<file path="config.mk">
export PLATFORM = sky130hd
export DESIGN_NAME = hex_display_scheduler
export DESIGN_NICKNAME = d
export VERILOG_FILES = /design/src/rtl/hex_display_scheduler.sv
export SDC_FILE = /design/constraint.sdc
export NUM_CORES = 1
export LEC_CHECK = 0
export CORE_ASPECT_RATIO = 1.1
export CORE_UTILIZATION = 35
export CTS_CLUSTER_DIAMETER = 200
export DETAILED_ROUTE_END_ITERATION = 16
export HOLD_SLACK_MARGIN = 0.15
export PLACE_DENSITY_LB_ADDON = 0.05
export SYNTH_ARGS = -nofsm -noshare
export SYNTH_HDL_FRONTEND = slang
export SYNTH_SLANG_ARGS = --single-unit
</file>
<file path="constraint.sdc">
create_clock -name clk -period 4.85 [get_ports clk]
set_input_delay 0.7275 -clock clk [delete_from_list [all_inputs] [get_ports clk]]
set_output_delay 0.7275 -clock clk [all_outputs]
set_load 0.03 [all_outputs]
</file>
<file path="src/rtl/hex_display_scheduler.sv">
// Time-shares the eight HEX digits between N_REQ requesters: round-robin grants held for DWELL
// cycles, urgent preemption, and registered active-low 7-segment encoding of the owner's nibbles.
module hex_display_scheduler #(
  parameter int unsigned N_REQ = 4,
  parameter int unsigned DWELL = 50000,
  parameter int unsigned CNT_W = 16
) (
  input  logic                 clk,
  input  logic                 rst,
  input  logic [N_REQ-1:0]     req_i,
  input  logic [N_REQ-1:0]     urgent_i,
  input  logic [N_REQ*32-1:0]  data_i,
  input  logic [N_REQ*8-1:0]   blank_i,
  output logic [N_REQ-1:0]     grant_o,
  output logic [N_REQ-1:0]     done_o,
  output logic [55:0]          hex_o
);

  localparam int unsigned IdxW = (N_REQ > 1) ? $clog2(N_REQ) : 1;

  typedef enum logic [0:0] {StIdle, StShow} state_e;

  state_e            state_q, state_d;
  logic [IdxW-1:0]   owner_q, owner_d;
  logic [IdxW-1:0]   rr_q, rr_d;
  logic [CNT_W-1:0]  cnt_q, cnt_d;
  logic [N_REQ-1:0]  grant_q, grant_d;
  logic [55:0]       hex_q, hex_d;

  // Lowest-index urgent requester wins; otherwise first requester at or after start (wrapping).
  function automatic logic [IdxW-1:0] pick(input logic [N_REQ-1:0] req,
                                           input logic [N_REQ-1:0] urg,
                                           input logic [IdxW-1:0]  start);
    logic            found;
    int unsigned     k;
    logic [IdxW-1:0] kk;
    pick  = '0;
    found = 1'b0;
    for (int unsigned i = 0; i < N_REQ; i++) begin
      kk = IdxW'(i);
      if (!found && urg[kk]) begin
        pick  = kk;
        found = 1'b1;
      end
    end
    for (int unsigned i = 0; i < N_REQ; i++) begin
      k  = (32'(start) + i) % N_REQ;
      kk = IdxW'(k);
      if (!found && req[kk]) begin
        pick  = kk;
        found = 1'b1;
      end
    end
  endfunction

  function automatic logic [6:0] seg7(input logic [3:0] n);
    case (n)
      4'h0:    seg7 = 7'b1000000;
      4'h1:    seg7 = 7'b1111001;
      4'h2:    seg7 = 7'b0100100;
      4'h3:    seg7 = 7'b0110000;
      4'h4:    seg7 = 7'b0011001;
      4'h5:    seg7 = 7'b0010010;
      4'h6:    seg7 = 7'b0000010;
      4'h7:    seg7 = 7'b1111000;
      4'h8:    seg7 = 7'b0000000;
      4'h9:    seg7 = 7'b0010000;
      4'hA:    seg7 = 7'b0001000;
      4'hB:    seg7 = 7'b0000011;
      4'hC:    seg7 = 7'b1000110;
      4'hD:    seg7 = 7'b0100001;
      4'hE:    seg7 = 7'b0000110;
      default: seg7 = 7'b0001110;
    endcase
  endfunction

  logic             own_req, own_urg, expiry;
  logic [N_REQ-1:0] urg_v, others, cand, urg_others;

  always_comb begin
    state_d    = state_q;
    owner_d    = owner_q;
    rr_d       = rr_q;
    cnt_d      = cnt_q;
    done_o     = '0;
    urg_v      = urgent_i & req_i;
    own_req    = |(req_i & grant_q);
    own_urg    = |(urg_v & grant_q);
    expiry     = (cnt_q == CNT_W'(DWELL - 1));
    others     = req_i & ~grant_q;
    urg_others = urg_v & ~grant_q;
    // The outgoing owner may only re-win when nobody else is asking.
    cand       = (others != '0) ? others : req_i;

    unique case (state_q)
      StIdle: begin
        if (req_i != '0) begin
          state_d = StShow;
          owner_d = pick(req_i, urg_v, rr_q);
          cnt_d   = '0;
        end
      end
      default: begin
        if (!own_req || expiry) begin
          if (own_req) done_o = grant_q;
          rr_d  = (owner_q == IdxW'(N_REQ - 1)) ? '0 : owner_q + 1'b1;
          cnt_d = '0;
          if (req_i != '0) begin
            owner_d = pick(cand, urg_v & cand, rr_d);
          end else begin
            state_d = StIdle;
          end
        end else if (!own_urg && (urg_others != '0)) begin
          owner_d = pick(urg_others, urg_others, rr_q);
          cnt_d   = '0;
        end else begin
          cnt_d = cnt_q + 1'b1;
        end
      end
    endcase
  end

  always_comb begin
    grant_d = '0;
    hex_d   = '1;
    if (state_d == StShow) begin
      grant_d = N_REQ'(1) << owner_d;
      for (int unsigned d = 0; d < 8; d++) begin
        if (!blank_i[8 * 32'(owner_d) + d]) begin
          hex_d[7*d +: 7] = seg7(data_i[32 * 32'(owner_d) + 4 * d +: 4]);
        end
      end
    end
  end

  always_ff @(posedge clk) begin
    if (rst) begin
      state_q <= StIdle;
      owner_q <= '0;
      rr_q    <= '0;
      cnt_q   <= '0;
      grant_q <= '0;
      hex_q   <= '1;
    end else begin
      state_q <= state_d;
      owner_q <= owner_d;
      rr_q    <= rr_d;
      cnt_q   <= cnt_d;
      grant_q <= grant_d;
      hex_q   <= hex_d;
    end
  end

  assign grant_o = grant_q;
  assign hex_o   = hex_q;

endmodule

</file>
==> results of run 1 <==
[worst max-delay path, delay by kind of cell]
family / cells / cell delay (ns)
AO/OA/AOI/OAI: 5 / 1.84
AND/OR/NAND/NOR: 4 / 0.59
adder cells (fa/ha/maj): 1 / 0.28
multiplexers: 1 / 0.36
buffers and inverters: 5 / 0.98
[metrics by stage]
stage	instance area, µm²	setup WS (ns)	hold slack, ns	setup TNS (ns)	cells
after floorplan	8050	0.415	0.449	0	931
after global placement	11000	-0.0105	0.463	-0.0105	1484
final	11400	0.289	0.483	0	1501
after detailed placement	11000	-0.0755	0.476	-0.0826	1484
after global routing	11400	0.0430	0.524	0	1501
after CTS	11400	0.323	0.486	0	1500
[flip-flops by register name, summed over array words and instances, names as in the netlist]
register  count
rr_q          2
cnt_q        16
grant_o       4
hex_o        56
state_q       1
owner_q       2
[synthesized netlist by cell type (13+ instances only)]
cell type	n	share of area, %
mux2_2	21	2.9
o21ai_1	15	0.93
a221oi_1	18	2.0
mux2i_1	72	9.0
nor2_1	63	2.9
inv_1	31	1.4
o21ai_0	29	1.8
ha_1	51	7.9
a31oi_1	29	2.3
nor3_1	23	1.4
dfxtp_1	81	20
clkbuf_1	19	0.89
a21oi_1	31	1.9
and3_1	49	3.8
nand2_1	56	2.6
o221ai_1	13	1.4
buf_6	13	1.8
nand3_1	23	1.4
[final cells by class]
cell class / count / area (µm²) / area share, %
clock inverter: 7 / 108 / 0.946
clock buffer: 9 / 225 / 1.98
tap: 295 / 369 / 3.25
inverter: 36 / 135 / 1.19
multi-input combinational: 761 / 5940 / 52.3
timing repair buffer: 311 / 2970 / 26.1
sequential: 81 / 1620 / 14.3
antenna: 1 / 2.50 / 0.0220
[worst min path at each step]
stage | to | slack, ns | cells after the start
after CTS | cnt_q[1] | 0.49 | 2
final | cnt_q[1] | 0.48 | 2
after global routing | cnt_q[1] | 0.52 | 2
after detailed placement | cnt_q[1] | 0.48 | 2
after floorplan | cnt_q[1] | 0.45 | 2
after global placement | cnt_q[1] | 0.46 | 2
[kinds of logic (layout without fill, tap and decap cells)]
kind of cell | Yosys count | after routing | synth area share, %
multiplexers | 103 | 103 | 14.2
flip-flops | 81 | 81 | 20.2
AO/OA/AOI/OAI | 283 | 283 | 28.5
other | 0 | 1 | 0
XOR/XNOR | 20 | 20 | 2.18
buffers and inverters | 89 | 363 | 6.31
AND/OR/NAND/NOR | 304 | 304 | 20.7
adder cells (fa/ha/maj) | 51 | 51 | 7.93
[where the power goes]
| group | total (W) | leakage (nW) | switching (W) | internal [W] |
|---|---|---|---|---|
| clock | 0.000804 | 0.160 | 0.000341 | 0.000463 |
| combinational | 0.00311 | 3.84 | 0.00176 | 0.00135 |
| sequential | 0.000897 | 0.667 | 0.0000754 | 0.000821 |
[metal layers]
metal,vias to the layer above,part of all wire [%],track usage [%],routed length [µm]
met1,3960,43,29.2,12000
met4,2,2.1,7.39,588
met2,282,49,40.5,13700
met5,-,0.046,0,13
li1,4128,-,-,-
met3,40,6.0,5.08,1670
==> results.sh, run 1 <==
export IMPL_start_util_pct=36.0
export IMPL_viasPerCell=5.60
export IMPL_io_buffers=233
export IMPL_gr_total_overflow=0
export IMPL_ctsHtreeMaxLevel=3
export IMPL_vdd_drop_max_mv=0.199
export IMPL_antenna_left=0
export IMPL_worst_r2r_path_depth=15
export IMPL_final_util_pct=50.9
export IMPL_num_io_pins=234
export IMPL_post_cts_buffers=0
export IMPL_area_delta_synth_final_pct=41.4
export IMPL_cts_buffer_depth=2
export IMPL_synthCells=931
export IMPL_core_area_um2=22300
export IMPL_cts_tree="built"
export IMPL_grt_pass1_vias=8320
export IMPL_fmax_mhz=219
export IMPL_hold_violations=0
export IMPL_grt_start_max_net_pins=28
export IMPL_period_needed_ns=4.56
export IMPL_gp_congestion=0.880
export IMPL_clk_latency_ns=0.36
export IMPL_clk_pin_slew_ns=0.07
export IMPL_rr_startpoint="owner_q[1]"
export IMPL_cp_required_ns=5.11
export IMPL_rrSetupSlack_ns=0.49
export IMPL_setup_viol=0
export IMPL_path_cells="clkdlybuf4s50_1 -> nor2b_2 -> o31ai_1 -> o2bb2ai_2 -> nor3_1 -> nor4b_1 -> buf_4 -> o31ai_4 -> buf_12 -> mux2_2 -> inv_1 -> ha_1 -> inv_1 -> and3_1 -> a21o_1 -> o31ai_1"
export IMPL_worstHoldStart="cnt_q[1]"
export IMPL_rows=57
export IMPL_drive_gt1_share_pct=15.4
export IMPL_cpPeakStageDelay_ns=0.63
export IMPL_worstMarginPinSlew_ns=0.731
export IMPL_hold_class="reg -> reg"
export IMPL_synth_seq_area_share_pct=20.2
export IMPL_worst_ep_arrival_time_ns=4.82
export IMPL_async_flop_share_pct=0
export IMPL_start_kind="input port"
export IMPL_fillerInstances=2139
export IMPL_synth_edff_count=0
export IMPL_synth_avg_cell_area_um2=8.64
export IMPL_final_cell_mix="233 x clkdlybuf4s50_1, 81 x dfxtp_1, 74 x buf_4, 72 x mux2i_1, 62 x nor2_1"
export IMPL_via_count=8412
export IMPL_cts_inserted_buffers=9
export IMPL_die_y_um=161
export IMPL_slew_viol_final=0
export IMPL_total_power_w=0.00481
export IMPL_ys_ff_latch=81
export IMPL_synth_nets=1152
export IMPL_drt_iter0_drc=472
export IMPL_rsz0062_at_grt="false"
export IMPL_yosys_warnings=0
export IMPL_cts_root_buf="clkbuf_16"
export IMPL_final_common_cell="clkdlybuf4s50_1"
export IMPL_holdBufCountCts=0
export IMPL_grt_use_total_pct=23.5
export IMPL_avgRoutedWirePerCell_um=18.6
export IMPL_synth_cell_types=104
export IMPL_dr_pass1_iters=8
export IMPL_leakage_nw=4.67
export IMPL_synthFlopType="dfxtp_1"
export IMPL_clock_sinks=81
export IMPL_crit_slowest_cell="o31ai_4"
export IMPL_fin_skew_ns=0.0149
export IMPL_cts_resized=0
export IMPL_routed_wl_um=28000
export IMPL_cp_startpoint="req_i[2]"
export IMPL_cp_max_fo=13
export IMPL_r2r_end="hex_o[21]"
export IMPL_drcViolationCount=0
export IMPL_fin_nets=1421
export IMPL_outcome="complete, no violations"
export IMPL_crit_type="in -> reg"
export IMPL_dpl_hpwl_um=21900
export IMPL_power_density_nw_per_um2=423
export IMPL_die_area_um2=23600
export IMPL_die_width_um=147
export IMPL_post_route_period_util_pct=94.1
export IMPL_cp_end_kind="flip-flop"
export IMPL_maxCapViolCount=0
export IMPL_grt_pass1_wl_um=44300
export IMPL_synth_area_um2=8050
export IMPL_crit_path_end="hex_o[21]"
export IMPL_antenna_found_initial=2
export IMPL_max_slew_margin_rel_pct=51.2
Note: power is estimated with default switching activity, not from simulation.
==> run 2: changes to the inputs <==
ABC_AREA = 1   (was unset)
CTS_CLUSTER_DIAMETER = 150   (was 200)
==> results.sh, run 2 <==
export IMPL_rrSetupSlack_ns=1.03
export IMPL_io_buffers=233
export IMPL_crit_path_end="hex_o[3]"
export IMPL_hold_class="reg -> reg"
export IMPL_cp_end_kind="flip-flop"
export IMPL_synth_cell_types=41
export IMPL_gr_total_overflow=0
export IMPL_yosysMostFrequentCell="nand2_1"
export IMPL_synthCells=1237
export IMPL_routed_top_layer="met5"
export IMPL_met3WireLength_um=1450
export IMPL_synth_top_family_by_area="simple AND/OR/NAND/NOR gates"
export IMPL_synth_edff_count=0
export IMPL_gp_congestion=0.868
export IMPL_dpl_hpwl_um=18600
export IMPL_worst_r2r_path_depth=22
export IMPL_async_flop_share_pct=0
export IMPL_synth_adder_area_share_pct=8.60
export IMPL_maxCapViolCount=0
export IMPL_grt_pass1_vias=7903
export IMPL_clock_sinks=81
export IMPL_synth_xor_area_share_pct=0.944
export IMPL_area_delta_synth_final_pct=38.9
export IMPL_start_kind="input port"
export IMPL_clk_latency_ns=0.36
export IMPL_final_cell_mix="375 x nand2_1, 264 x nand3_1, 233 x clkdlybuf4s50_1, 126 x inv_1, 90 x nor2_1"
export IMPL_cts_tree="built"
export IMPL_num_io_pins=234
export IMPL_synth_top_area_share_pct=21.8
export IMPL_route_met2_wl_um=11400
export IMPL_post_cts_buffers=0
export IMPL_largest_reg_flops=56
export IMPL_cp_required_ns=5.10
export IMPL_final_common_cell="nand2_1"
export IMPL_synth_area_um2=7420
export IMPL_cts_resized=0
export IMPL_fin_nets=1672
export IMPL_grt_use_total_pct=22.1
export IMPL_path_cells="clkdlybuf4s50_1 -> nand2_2 -> nand2_2 -> nor2_4 -> nand2_2 -> nand2_1 -> nand2_1 -> nand3_1 -> nand2_1 -> nand2_2 -> nor2_4 -> nand3_1 -> nand3_1 -> nand2_1 -> nand2_1 -> nand2_4 -> clkinv_2 -> nand3_1 -> nand2_1 -> inv_1 -> ha_1 -> nand3b_1 -> nand3_1 -> nand3_1"
export IMPL_slew_viol_final=0
export IMPL_cp_startpoint="req_i[0]"
export IMPL_drcViolationCount=0
export IMPL_dp_slack_ns=0.329
export IMPL_cts_root_buf="clkbuf_16"
export IMPL_routed_wl_um=24000
export IMPL_yosys_area_share_simple_pct=53.2
export IMPL_ys_ff_latch=81
export IMPL_synth_compound_area_share_pct=4.21
export IMPL_fin_skew_ns=0.0125
export IMPL_grt_start_max_net_pins=80
export IMPL_die_width_um=141
export IMPL_max_slew_margin_rel_pct=36.9
export IMPL_rows=55
export IMPL_dp_cells=1725
export IMPL_final_cells=1743
export IMPL_cpPeakStageDelay_ns=0.55
export IMPL_crit_type="in -> reg"
export IMPL_period_needed_ns=4.09
export IMPL_cts_inserted_buffers=9
export IMPL_grt_pass1_wl_um=38500
export IMPL_netlist_top_cells_count="375 x nand2_1, 264 x nand3_1, 126 x inv_1"
export IMPL_yosys_warnings=0
export IMPL_cts_buffer_depth=2
export IMPL_vdd_drop_max_mv=0.276
export IMPL_r2r_end="hex_o[3]"
export IMPL_holdBufCountCts=0
export IMPL_fmax_mhz=244
export IMPL_die_y_um=155
export IMPL_synth_seq_area_share_pct=21.8
export IMPL_cp_max_fo=25
export IMPL_synth_mux_area_share_pct=0
export IMPL_outcome="complete, no violations"
export IMPL_power_density_nw_per_um2=613
export IMPL_drive_gt1_share_pct=7.35
export IMPL_drt_met1_wl_um=10500
export IMPL_holdWs_ns=0.494
export IMPL_post_route_period_util_pct=84.4
export IMPL_antenna_found_initial=4
export IMPL_via_count=8491
export IMPL_leakage_nw=4.87
export IMPL_start_util_pct=35.8
export IMPL_setup_viol=0
export IMPL_synth_avg_cell_area_um2=6.00
export IMPL_ctsHtreeMaxLevel=3
export IMPL_setup_ws_ns=0.759
export IMPL_die_area_um2=21800
export IMPL_yosysTopAreaCell="dfxtp_1"
export IMPL_tns_ns=0
export IMPL_rsz0062_at_grt="false"
export IMPL_clk_pin_slew_ns=0.07
export IMPL_worst_ep_arrival_time_ns=4.34
export IMPL_dr_pass1_iters=5
export IMPL_avgRoutedWirePerCell_um=13.8
export IMPL_viasPerCell=4.87
export IMPL_synth_nets=1458
export IMPL_crit_slowest_cell="clkdlybuf4s50_1"
export IMPL_antenna_left=0
export IMPL_worstMarginPinSlew_ns=0.941
export IMPL_drt_iter0_drc=390
export IMPL_rr_startpoint="owner_q[0]"
export IMPL_ys_top_cells_by_area="dfxtp_1 22%, nand2_1 19%, nand3_1 18%"
export IMPL_hold_violations=0
export IMPL_final_util_pct=49.8
export IMPL_core_area_um2=20700
export IMPL_synthFlopType="dfxtp_1"
[run 2: cell count changes after synthesis, moves of 27 or more]
cell / change
nand2_1: +319
nand3_1: +241
inv_1: +95
mux2i_1: -72
and3_1: -48
a31oi_1: -28
nand2_2: +27
nor2_1: +27
[run 2: layer usage]
metal  GRT usage (%)  up-vias
met5               0        -
met4            8.95        4
met3            4.71       38
met2            38.6      235
met1            26.2     3782
li1                -     4432
[run 2: layout make-up]
cell class	instances	area, µm²
Sequential cell	81	1620
Clock inverter	7	105
Clock buffer	9	225
Multi-Input combinational cell	966	4970
Antenna cell	2	5.00
Timing Repair Buffer	243	2460
Tap cell	285	357
Inverter	150	567
Fill cell	2138	10400
[run 2: cells by family after synthesis]
group / after synthesis
buffers and inverters: 190
XOR/XNOR: 8
AO/OA/AOI/OAI: 55
flip-flops: 81
AND/OR/NAND/NOR: 852
adder cells (fa/ha/maj): 51
[run 2: worst min-delay path by stage]
stage | to | cells after the start | slack [ns] | start
global placement | cnt_q[1] | 2 | 0.48 | cnt_q[1]
CTS | cnt_q[1] | 2 | 0.49 | cnt_q[1]
global route | cnt_q[1] | 2 | 0.52 | cnt_q[1]
floorplan | cnt_q[1] | 2 | 0.46 | cnt_q[1]
detailed placement | cnt_q[1] | 2 | 0.48 | cnt_q[1]
finish | cnt_q[1] | 2 | 0.49 | cnt_q[1]
[run 2: metrics by stage]
stage               instance area [µm²]  power, W
floorplan                          7420   0.00423
global placement                   9970   0.00558
detailed placement                 9970   0.00555
CTS                               10300   0.00636
global route                      10300   0.00693
finish                            10300   0.00632
[run 2: power breakdown]
part	switching (W)	internal [W]
clock	0.000322	0.000461
sequential	0.000118	0.000918
combinational	0.00292	0.00158
[run 2: critical path: cells and delay by family]
kind | cells | cell delay [ns]
buf+inv | 3 | 1.09
simple gates | 20 | 2.27
fa+ha+maj | 1 | 0.23
==> run 3: changes to the inputs <==
clock period = 3.6 ns   (was 4.85 ns; I/O delays follow)
==> results.sh, run 3 (synthesized netlist as in run 2, its figures left out) <==
export IMPL_worstMarginPinSlew_ns=0.870
export IMPL_die_width_um=141
export IMPL_seqPwrFrac_pct=14.4
export IMPL_slew_viol_final=0
export IMPL_fillerInstances=2087
export IMPL_grt_use_total_pct=23.1
export IMPL_leakage_nw=5.61
export IMPL_fin_nets=1804
export IMPL_clock_sinks=81
export IMPL_via_count=9038
export IMPL_rr_startpoint="owner_q[0]"
export IMPL_final_cell_mix="360 x nand2_1, 262 x nand3_1, 229 x clkdlybuf4s50_1, 126 x buf_4, 123 x inv_1"
export IMPL_largest_reg_flops=56
export IMPL_final_util_pct=55.9
export IMPL_rrSetupSlack_ns=0.24
export IMPL_multi_input_area_um2=5090
export IMPL_clk_latency_ns=0.35
export IMPL_drt_iter0_drc=394
export IMPL_start_util_pct=35.8
export IMPL_die_y_um=155
export IMPL_cp_startpoint="owner_q[0]"
export IMPL_cts_inserted_buffers=9
export IMPL_avgRoutedWirePerCell_um=14.2
export IMPL_worst_ep_arrival_time_ns=3.59
export IMPL_ctsHtreeMaxLevel=3
export IMPL_holdBufCountCts=0
export IMPL_cp_required_ns=3.84
export IMPL_viasPerCell=4.82
export IMPL_fin_skew_ns=0.0112
export IMPL_antenna_found_initial=1
export IMPL_maxCapViolCount=0
export IMPL_core_area_um2=20700
export IMPL_setup_viol=0
export IMPL_cts_buffer_depth=2
export IMPL_outcome="complete, no violations"
export IMPL_hold_violations=0
export IMPL_register_area_um2=1630
export IMPL_rows=55
export IMPL_post_route_period_util_pct=93.2
export IMPL_cp_end_kind="flip-flop"
export IMPL_grt_pass1_wl_um=40600
export IMPL_dp_slack_ns=-0.315
export IMPL_clk_pin_slew_ns=0.07
export IMPL_dpl_hpwl_um=20200
export IMPL_max_slew_margin_rel_pct=41.8
export IMPL_combPwrFrac_pct=74.9
export IMPL_power_density_nw_per_um2=838
export IMPL_gr_total_overflow=0
export IMPL_area_delta_synth_final_pct=56.1
export IMPL_setup_ws_ns=0.245
export IMPL_grt_start_max_net_pins=54
export IMPL_period_needed_ns=3.36
export IMPL_final_common_cell="nand2_1"
export IMPL_io_buffers=233
export IMPL_p_sw_w=0.00484
export IMPL_die_area_um2=21800
export IMPL_grt_pass1_vias=8566
export IMPL_fmax_mhz=298
export IMPL_gp_congestion=0.908
export IMPL_holdWs_ns=0.492
export IMPL_drive_gt1_share_pct=17.3
export IMPL_vdd_drop_max_mv=0.434
export IMPL_drcViolationCount=0
export IMPL_cts_root_buf="clkbuf_16"
export IMPL_cts_tree="built"
export IMPL_num_io_pins=234
export IMPL_crit_type="reg -> reg"
export IMPL_hold_class="reg -> reg"
export IMPL_worstHoldStart="cnt_q[15]"
export IMPL_start_kind="flip-flop"
export IMPL_p_int_w=0.00486
export IMPL_dr_pass1_iters=5
export IMPL_cp_max_fo=10
export IMPL_antenna_left=0
export IMPL_routed_wl_um=26700
export IMPL_clockPowerShare_pct=10.7
export IMPL_sw_frac_of_total_pct=49.9
## run 3: changes by cell type in the layout (fill, tap and decap cells not counted), moves of 4 or more
cell             previous run  this run
buf_4                       6       126
clkbuf_16                   9        15
clkdlybuf4s50_1           233       229
dfxtp_1                    81        76
dfxtp_2                     0         5
dlymetal6s2s_1              0         4
nand2_1                   375       360
nand2_2                    28        42
nor2_1                     90        86
o21ai_0                    17        12
## run 3: final timing paths
path / to / depth (start not counted)
setup reg to reg: hex_o[47] / 24
setup / recovery: hex_o[47] / 24
hold reg to reg: cnt_q[15] / 2
hold / removal: cnt_q[15] / 2
## run 3: power by group through the flow
| stage | combinational, W | sequential [W] | clock, W |
|---|---|---|---|
| 2_1_floorplan | 0.00369 | 0.00201 | 0 |
| 3_3_place_gp | 0.00686 | 0.00141 | 0 |
| 3_5_place_dp | 0.00687 | 0.00141 | 0 |
| 4_1_cts | 0.00690 | 0.00140 | 0.00107 |
| 5_1_grt | 0.00802 | 0.00142 | 0.00111 |
| 6_report | 0.00727 | 0.00140 | 0.00104 |
## run 3: metrics by stage
step                      area [µm²]  std cells  power (W)  setup TNS (ns)
after floorplan                 7420       1237    0.00570               0
after global placement         10900       1846    0.00828           -9.64
after detailed placement       10900       1846    0.00828          -12.11
after CTS                      11200       1862    0.00937               0
after global routing           11600       1873     0.0106         -0.0537
final                          11600       1874    0.00971               0
## run 3: layout make-up
| class | count | area share (%) |
|---|---|---|
| Multi-Input combinational cell | 966 | 43.9 |
| Tap cell | 285 | 3.08 |
| Inverter | 150 | 4.89 |
| Clock buffer | 9 | 1.94 |
| Clock inverter | 7 | 0.918 |
| Sequential cell | 81 | 14.1 |
| Antenna cell | 1 | 0.0216 |
| Timing Repair Buffer | 375 | 31.2 |
## run 3: critical path, stage by stage (launching register included)
cell and delay (ns):
dfxtp_2 0.38, ha_2 0.33, inv_2 0.09, xor2_2 0.21, nand3b_1 0.17, nand2_1 0.12
nand3_1 0.10, nand2_1 0.05, inv_1 0.04, nand3_1 0.05, nand2_1 0.09, nand2_1 0.07
nand2_2 0.12, nand2_8 0.10, nand2_8 0.17, buf_4 0.19, nand2_1 0.06, nand3_1 0.08
nand2_2 0.08, buf_4 0.16, ha_1 0.22, nand3_1 0.09, nor2_1 0.04, nor2_1 0.14
nand2_1 0.07
## run 3: metal layers
layer | GRT usage [%] | vias up | part of all wire, %
li1 | - | 4699 | -
met4 | 6.63 | 0 | 1.9
met1 | 27.4 | 4042 | 43
met3 | 5.02 | 33 | 6.3
met2 | 41.6 | 264 | 49
met5 | 0 | - | 0
## run 3: repair_timing
action	in CTS	in global routing
endpoints found under the hold margin	0	0
endpoints found under the setup margin	0	56
buffers inserted	0	4
resized for setup	0	52
